$ cat src/rtl/step_arb.sv
// -----------------------------------------------------------------------------
// step_arb
//
// Shares one mod-5 step sequencer (phases A..E encoded 0..4) between NREQ
// requesters. One requester is granted at a time; while granted it receives
// one step pulse per cycle until its burst count is exhausted or it drops its
// request. A one-cycle done pulse marks the end of every grant, after which
// the sequencer is released. The phase register lives here, so the phase
// carries over from one grant to the next.
//
// Build option:
//   STEP_ARB_RR_EN  defined   -> round-robin arbitration, search starts one
//                                past the previous owner (requester 0 first
//                                after reset).
//                   undefined -> fixed priority, lowest requesting index wins;
//                                no round-robin pointer is built.
//
// Ports:
//   clk    in   1          rising-edge clock
//   rst    in   1          synchronous active-high reset
//   req    in   NREQ       request per requester, held until done
//   len    in   NREQ*LENW  burst length, requester i at [i*LENW +: LENW]
//   gnt    out  NREQ       registered one-hot grant
//   busy   out  1          a grant is active
//   step   out  1          step pulse, one phase advance per high cycle
//   phase  out  3          current phase 0..4
//   wrap   out  1          phase == 4
//   done   out  1          one-cycle end-of-grant pulse
// -----------------------------------------------------------------------------
module step_arb #(
    parameter int NREQ = 4,
    parameter int LENW = 3
) (
    input  logic                 clk,
    input  logic                 rst,
    input  logic [NREQ-1:0]      req,
    input  logic [NREQ*LENW-1:0] len,
    output logic [NREQ-1:0]      gnt,
    output logic                 busy,
    output logic                 step,
    output logic [2:0]           phase,
    output logic                 wrap,
    output logic                 done
);

    localparam int IW = (NREQ > 1) ? $clog2(NREQ) : 1;

    typedef enum logic [1:0] {
        IDLE = 2'd0,
        RUN  = 2'd1,
        DONE = 2'd2
    } state_t;

    state_t            state_q, state_d;
    logic [NREQ-1:0]   gnt_q,   gnt_d;
    logic [IW-1:0]     owner_q, owner_d;
    logic [LENW-1:0]   cnt_q,   cnt_d;
    logic [2:0]        phase_q, phase_d;
`ifdef STEP_ARB_RR_EN
    logic [IW-1:0]     rr_q,    rr_d;
`endif

    logic              found;
    logic [IW-1:0]     win;
    logic              step_en;

    // -------------------------------------------------------------------------
    // Arbitration: only consulted in IDLE.
    // -------------------------------------------------------------------------
    // NOTE: combinational blocks use blocking '=' and give every output a
    // default first, so no path leaves a value unassigned and no latch forms.
    always_comb begin
        found = 1'b0;
        win   = '0;
`ifdef STEP_ARB_RR_EN
        // Search begins one past the previous owner and wraps around.
        for (int i = 1; i <= NREQ; i++) begin
            if (!found && req[(int'(rr_q) + i) % NREQ]) begin
                found = 1'b1;
                win   = IW'((int'(rr_q) + i) % NREQ);
            end
        end
`else
        for (int i = 0; i < NREQ; i++) begin
            if (!found && req[i]) begin
                found = 1'b1;
                win   = IW'(i);
            end
        end
`endif
    end

    // A step needs both remaining count and a live request from the owner;
    // dropping the request suppresses the step in that very cycle.
    assign step_en = (state_q == RUN) && (cnt_q != '0) && req[owner_q];

    // -------------------------------------------------------------------------
    // Next-state logic
    // -------------------------------------------------------------------------
    always_comb begin
        state_d = state_q;
        gnt_d   = gnt_q;
        owner_d = owner_q;
        cnt_d   = cnt_q;
        phase_d = phase_q;
`ifdef STEP_ARB_RR_EN
        rr_d    = rr_q;
`endif
        case (state_q)
            IDLE: begin
                if (found) begin
                    gnt_d      = '0;
                    gnt_d[win] = 1'b1;
                    owner_d    = win;
                    // Length is captured here; later changes are ignored.
                    cnt_d      = len[int'(win)*LENW +: LENW];
                    state_d    = RUN;
                end
            end
            RUN: begin
                if (step_en) begin
                    cnt_d   = cnt_q - LENW'(1);
                    phase_d = (phase_q == 3'd4) ? 3'd0 : phase_q + 3'd1;
                end else begin
                    // Count exhausted or owner aborted; leftover count is dropped.
                    state_d = DONE;
                end
            end
            DONE: begin
                gnt_d   = '0;
`ifdef STEP_ARB_RR_EN
                rr_d    = owner_q;
`endif
                state_d = IDLE;
            end
            default: begin
                gnt_d   = '0;
                state_d = IDLE;
            end
        endcase
    end

    // -------------------------------------------------------------------------
    // State registers
    // -------------------------------------------------------------------------
    // NOTE: sequential state uses non-blocking '<=' so every flop samples the
    // pre-edge values regardless of statement order.
    always_ff @(posedge clk) begin
        if (rst) begin
            state_q <= IDLE;
            gnt_q   <= '0;
            owner_q <= '0;
            cnt_q   <= '0;
            phase_q <= '0;
`ifdef STEP_ARB_RR_EN
            // Pointing at the last requester makes requester 0 first in line.
            rr_q    <= IW'(NREQ - 1);
`endif
        end else begin
            state_q <= state_d;
            gnt_q   <= gnt_d;
            owner_q <= owner_d;
            cnt_q   <= cnt_d;
            phase_q <= phase_d;
`ifdef STEP_ARB_RR_EN
            rr_q    <= rr_d;
`endif
        end
    end

    // -------------------------------------------------------------------------
    // Outputs
    // -------------------------------------------------------------------------
    assign gnt   = gnt_q;
    assign busy  = |gnt_q;
    assign step  = step_en;
    assign phase = phase_q;
    assign wrap  = (phase_q == 3'd4);
    assign done  = (state_q == DONE);

endmodule

$ cat config.mk
export PLATFORM = sky130hd
export DESIGN_NAME = step_arb
export DESIGN_NICKNAME = d
export VERILOG_FILES = /design/src/rtl/step_arb.sv
export SDC_FILE = /design/constraint.sdc
export NUM_CORES = 1
export LEC_CHECK = 0
export CORE_ASPECT_RATIO = 1.4
export CORE_MARGIN = 1.5
export CORE_UTILIZATION = 48
export CTS_CLUSTER_SIZE = 24
export DETAILED_ROUTE_END_ITERATION = 8
export GPL_TIMING_DRIVEN = 0
export PLACE_DENSITY = 0.83
export SYNTH_ARGS = -nofsm -noshare
export SYNTH_HDL_FRONTEND = slang
export SYNTH_SLANG_ARGS = --single-unit
$ cat constraint.sdc
create_clock -name clk -period 2.9 [get_ports clk]
set_input_delay 0.58 -clock clk [delete_from_list [all_inputs] [get_ports clk]]
set_output_delay 0.58 -clock clk [all_outputs]
set_load 0.1 [all_outputs]
After elaboration in Yosys (flattened, before gate mapping)
Index checks and enable logic that the tools add are counted.

storage, ports and cells
  register bits = 14
  bits of input ports = 18
  output and inout bits = 11
  logic and storage cells = 57

operators by class
  add/subtract/negate cells = 2
  multipliers = 1
  $lt $le $gt $ge = 3
  equality and inequality tests = 6
  shift-type cells = 1
  multiplexer cells = 20
  bitwise operators = 1
  reductions and logical operators = 18

operator list
  kind                                                        count
  indexed part select 12 x 5 -> 3 bit                         1
  two-way mux 3 bit                                           3
  two-way mux 2 bit                                           4
  one-hot mux 4 bit (2 select lines)                          1
  AND reduction 2 bit                                         4
  two-way mux 1 bit                                           7
  logical AND 1 bit                                           6
  less-than comparator 2 x 3 -> 1 bit, second input constant  2
  inequality test 2 bit, second input constant                3
  one-hot mux 3 bit (2 select lines)                          1
  multiplier 2 x 2 -> 4 bit, second input constant            1
  two-way mux 4 bit                                           1
  one-hot mux 2 bit (2 select lines)                          1
  OR reduction 4 bit                                          1
  adder 3 x 1 -> 3 bit, second input constant                 1
  equality test 3 bit, second input constant                  1
  logical NOT 1 bit                                           3
  AND reduction 3 bit                                         1
  nonzero test 3 bit                                          1
  subtractor 3 x 1 -> 3 bit, second input constant            1
  binary-select mux 1 bit (select 2 bit)                      1
  demux 1 bit (select 2 bit)                                  1
  equality test 2 x 1 -> 1 bit, second input constant         1
  equality test 2 bit, second input constant                  1
  other kinds (4)                                             4

Depth between registers and ports, before layout
  depth in word-level cells = 16
  gate-level depth with buffers = 7

Least setup slack after synthesis
OpenSTA, ideal clock, no wires.

  kind = reg-to-output
  start point = register phase_q[2] (netlist: phase[2])
  end point = output wrap
  arrival = 1.834 ns
  data required time = 2.320 ns
  slack = 0.486 ns
  stages on the path, launching flop included = 2
  path buffers = 0
  cell sequence = dfxtp_1 -> and2_1

between the ends
  cells in the longest elaborated chain, start to end = 1

ends and longest elaborated chain
  item                      line  text
  start: declaration        58    logic [2:0] phase_q, phase_d;
  start signal: assignment  164   phase_q <= phase_d;
  equality test 3 bit       178   assign wrap = (phase_q == 3'd4);
  end: declaration          42    output logic wrap,

No other way between the ends.

Final worst setup path
  start point = register phase_q[0] (netlist: phase[0])
  end point = output wrap

The elaborated chain is that of the path after synthesis.

==> flow_metrics.py <==
metrics = {
    "routing": {
        "vias_per_cell": 5.66,
        "wirelength_mm": 2.10,
        "drtIter0Drc": 7,
        "route.detailed.drc": 0,
        "antenna_left": 0,
        "vias": 894,
        "wl_per_cell_um": 13.3,
        "drt-pass1-iter-count": 4,
    },
    "global_routing": {
        "grt_usage_pct": 23.9,
        "grt_pass1_wl_mm": 3.43,
        "grt_max_degree": 11,
        "overflow": 0,
        "grt_pass1_vias": 817,
        "grt_antenna_before_repair": 0,
    },
    "power_and_ir_drop": {
        "ir_drop_mv": 0.377,
        "p_leak_nw": 0.487,
        "p_per_area_nw_per_um2": 503,
        "total_power_uw": 611,
    },
    "sta": {
        "finalSetupViolCount": 0,
        "finClkSkew_ns": 0.00102,
        "fmax_ghz": 0.366,
        "timing.final.crit_share_pct": 94.2,
        "rsz0062_at_grt": "no",
        "layout_min_cycle_time_ns": 2.73,
        "max-slew-margin-rel_pct": 35.4,
        "setup_slack_ns": 0.167,
        "worst_pin_slew_ns": 0.966,
        "drv_slew": 0,
        "hold_violations": 0,
        "setup_tns_ns": 0,
    },
    "final_layout": {
        "final_cells": 158,
        "area_growth_syn_to_layout_pct": 33.2,
        "drive_above_1_share_pct": 10.1,
        "final_nets": 162,
        "fill_cells": 162,
        "diodes": 0,
    },
    "worst_setup_path": {
        "r2r_end": "state_q[0]$_SDFFE_PP0P_",
        "r2r-start": "owner_q[0]$_SDFFE_PP0P_",
        "r2r_slack_ns": 1.25,
        "required_ns": 2.32,
        "r2r_cells": 5,
        "cp_max_fo": 5,
        "setup.worst_path.start_class": "flip-flop",
        "path_class": "reg2out",
        "critPathCaptureType": "primary output",
        "worst_ep_arrival_time_ns": 2.15,
    },
    "synthesis": {
        "synth_ff_type": "dfxtp_1",
        "synth_cells": 109,
        "synth_top_cell_by_area": "dfxtp_1",
        "yosysUniqueCellTypes": 36,
        "netlist_top_cells_area": "dfxtp_1 31%, nor2_1 5.8%, ha_1 5.5%",
        "ys_seq_elements": 14,
        "syn-num-nets": 131,
        "synth_enable_flop_cells": 0,
        "synthArstFlopShare_pct": 0,
        "avgSynthCellArea_um2": 8.38,
        "yosysWarnings": 0,
        "synth_area_um2": 913,
        "synth_top_area_share_pct": 30.7,
        "synth-seq-area-share_pct": 30.7,
    },
    "cts": {
        "htree_levels": 1,
        "cts-hold-fix-buffers": 0,
        "cts_buffers": 3,
        "post_cts_resized": 3,
        "clockBufferDepth": 2,
        "cts.clk_slew.worst_paths_ns": 0.08,
        "cts_setup_buffers": 0,
        "ctsRootBufferMaster": "clkbuf_4",
        "clkSinkCount": 14,
        "insertion_delay_ns": 0.28,
        "cts_tree": "yes",
    },
    "job": {
        "cap_violations": 0,
    },
    "placement": {
        "dp_cells": 155,
        "post-dp-hpwl_mm": 1.71,
        "place_congestion": 0.806,
        "portBuffers": 26,
        "dp_worst_setup_slack_ns": -0.539,
    },
    "floorplan": {
        "initial_utilization_pct": 51.3,
        "rows": 18,
        "ioPinCount": 29,
        "die_w_um": 39.9,
        "core_area_um2": 1780,
        "die_y_um": 54.6,
        "dieArea_um2": 2180,
    },
    "worst_hold_path": {
        "hp-class": "reg2reg",
        "holdCritStartpoint": "gnt[2]$_SDFFE_PP0P_",
        "holdPathEnd": "gnt[2]$_SDFFE_PP0P_",
        "min_path_cells": 2,
    },
    "outcome": {
        "status": "finished, final reports clean",
    },
}
[cells in the final DEF (no fill, tap or decap), types with 2 or more instances in the layout]
master | Yosys | routed
nor2b_1 | 3 | 3
o21ai_0 | 5 | 5
mux2i_1 | 4 | 4
nor2_1 | 14 | 14
buf_2 | 1 | 2
ha_1 | 4 | 4
clkdlybuf4s50_1 | 0 | 25
nor4_1 | 3 | 3
nor3_1 | 5 | 5
dfxtp_1 | 14 | 14
o31ai_1 | 2 | 2
a2111oi_0 | 2 | 2
clkbuf_4 | 0 | 3
and2_1 | 2 | 2
a21oi_1 | 8 | 8
inv_1 | 10 | 10
or2_1 | 2 | 2
nor3b_1 | 5 | 5
or2b_1 | 2 | 2
nand3b_1 | 2 | 2
buf_6 | 4 | 4
[cell usage after synthesis (all sizes together) (3+ instances only)]
cell,n
o21ai,5
inv,11
buf,5
ha,4
a21oi,8
nor2b,3
nand3b,3
nor4,3
nor2,14
mux2i,4
nor3,5
dfxtp,14
nor3b,5
[layout make-up]
type                    instances  area [um^2]  share of cell area (%)
multi-input cells              77          527                    43.3
flip-flops and latches         14          280                    23.0
repair buffers                 26          255                    21.0
plain buffers                   7         62.6                    5.14
inverters                      11         43.8                    3.60
well taps                      20         25.0                    2.06
clock buffers                   3         22.5                    1.85
[registers in the layout, summed over array words and instances (netlist names)]
name / cells
owner_q: 2
state_q: 2
cnt_q: 3
phase: 3
gnt: 4
[kinds of logic after synthesis]
| kind of cell | synth area share, % |
|---|---|
| AND/OR/NAND/NOR | 26.3 |
| AO/OA/AOI/OAI | 19.0 |
| buffers and inverters | 11.6 |
| flip-flops | 30.7 |
| multiplexers | 6.85 |
| adder cells (fa/ha/maj) | 5.48 |
[metal layers]
metal | GRT usage, % | share of wire [%] | vias up
li1 | - | - | 444
met1 | 24.8 | 40 | 409
met2 | 41.1 | 52 | 32
met3 | 2.44 | 2.7 | 9
met4 | 19.5 | 5.2 | 0
met5 | 0 | 0 | -
[metrics by stage]
stage / instance area [um^2] / utilization [%] / hold WS, ns
floorplan: 913 / - / 0.469
global route: 1220 / 68.4 / 0.537
CTS: 1220 / 68.7 / 0.508
global placement: 1200 / 67.4 / 0.482
detailed placement: 1200 / 67.4 / 0.494
finish: 1220 / 68.4 / 0.507
[report_power, final]
part / total [mW] / internal [mW] / switching (mW)
sequential: 0.225 / 0.213 / 0.0128
combinational: 0.277 / 0.104 / 0.173
clock: 0.109 / 0.0482 / 0.0611
total: 0.611 / 0.364 / 0.247
[worst max-delay path, stage by stage, from the launching register on]
cell	delay, ns
dfxtp_1	0.35
inv_1	0.08
ha_1	0.16
and2_1	0.15
clkdlybuf4s50_1	1.13
[worst max-delay path by stage]
stage / start / to / slack, ns / cells past startpoint
CTS: req[1] / step / 0.04 / 5
finish: phase[0]$_SDFFE_PP0P_ / wrap / 0.17 / 4
detailed placement: req[1] / step / -0.54 / 5
global placement: req[1] / step / -0.52 / 5
floorplan: phase[2]$_SDFFE_PP0P_ / wrap / 0.49 / 1
global route: phase[0]$_SDFFE_PP0P_ / wrap / 0.06 / 4
(Power assumes the default switching activity.)
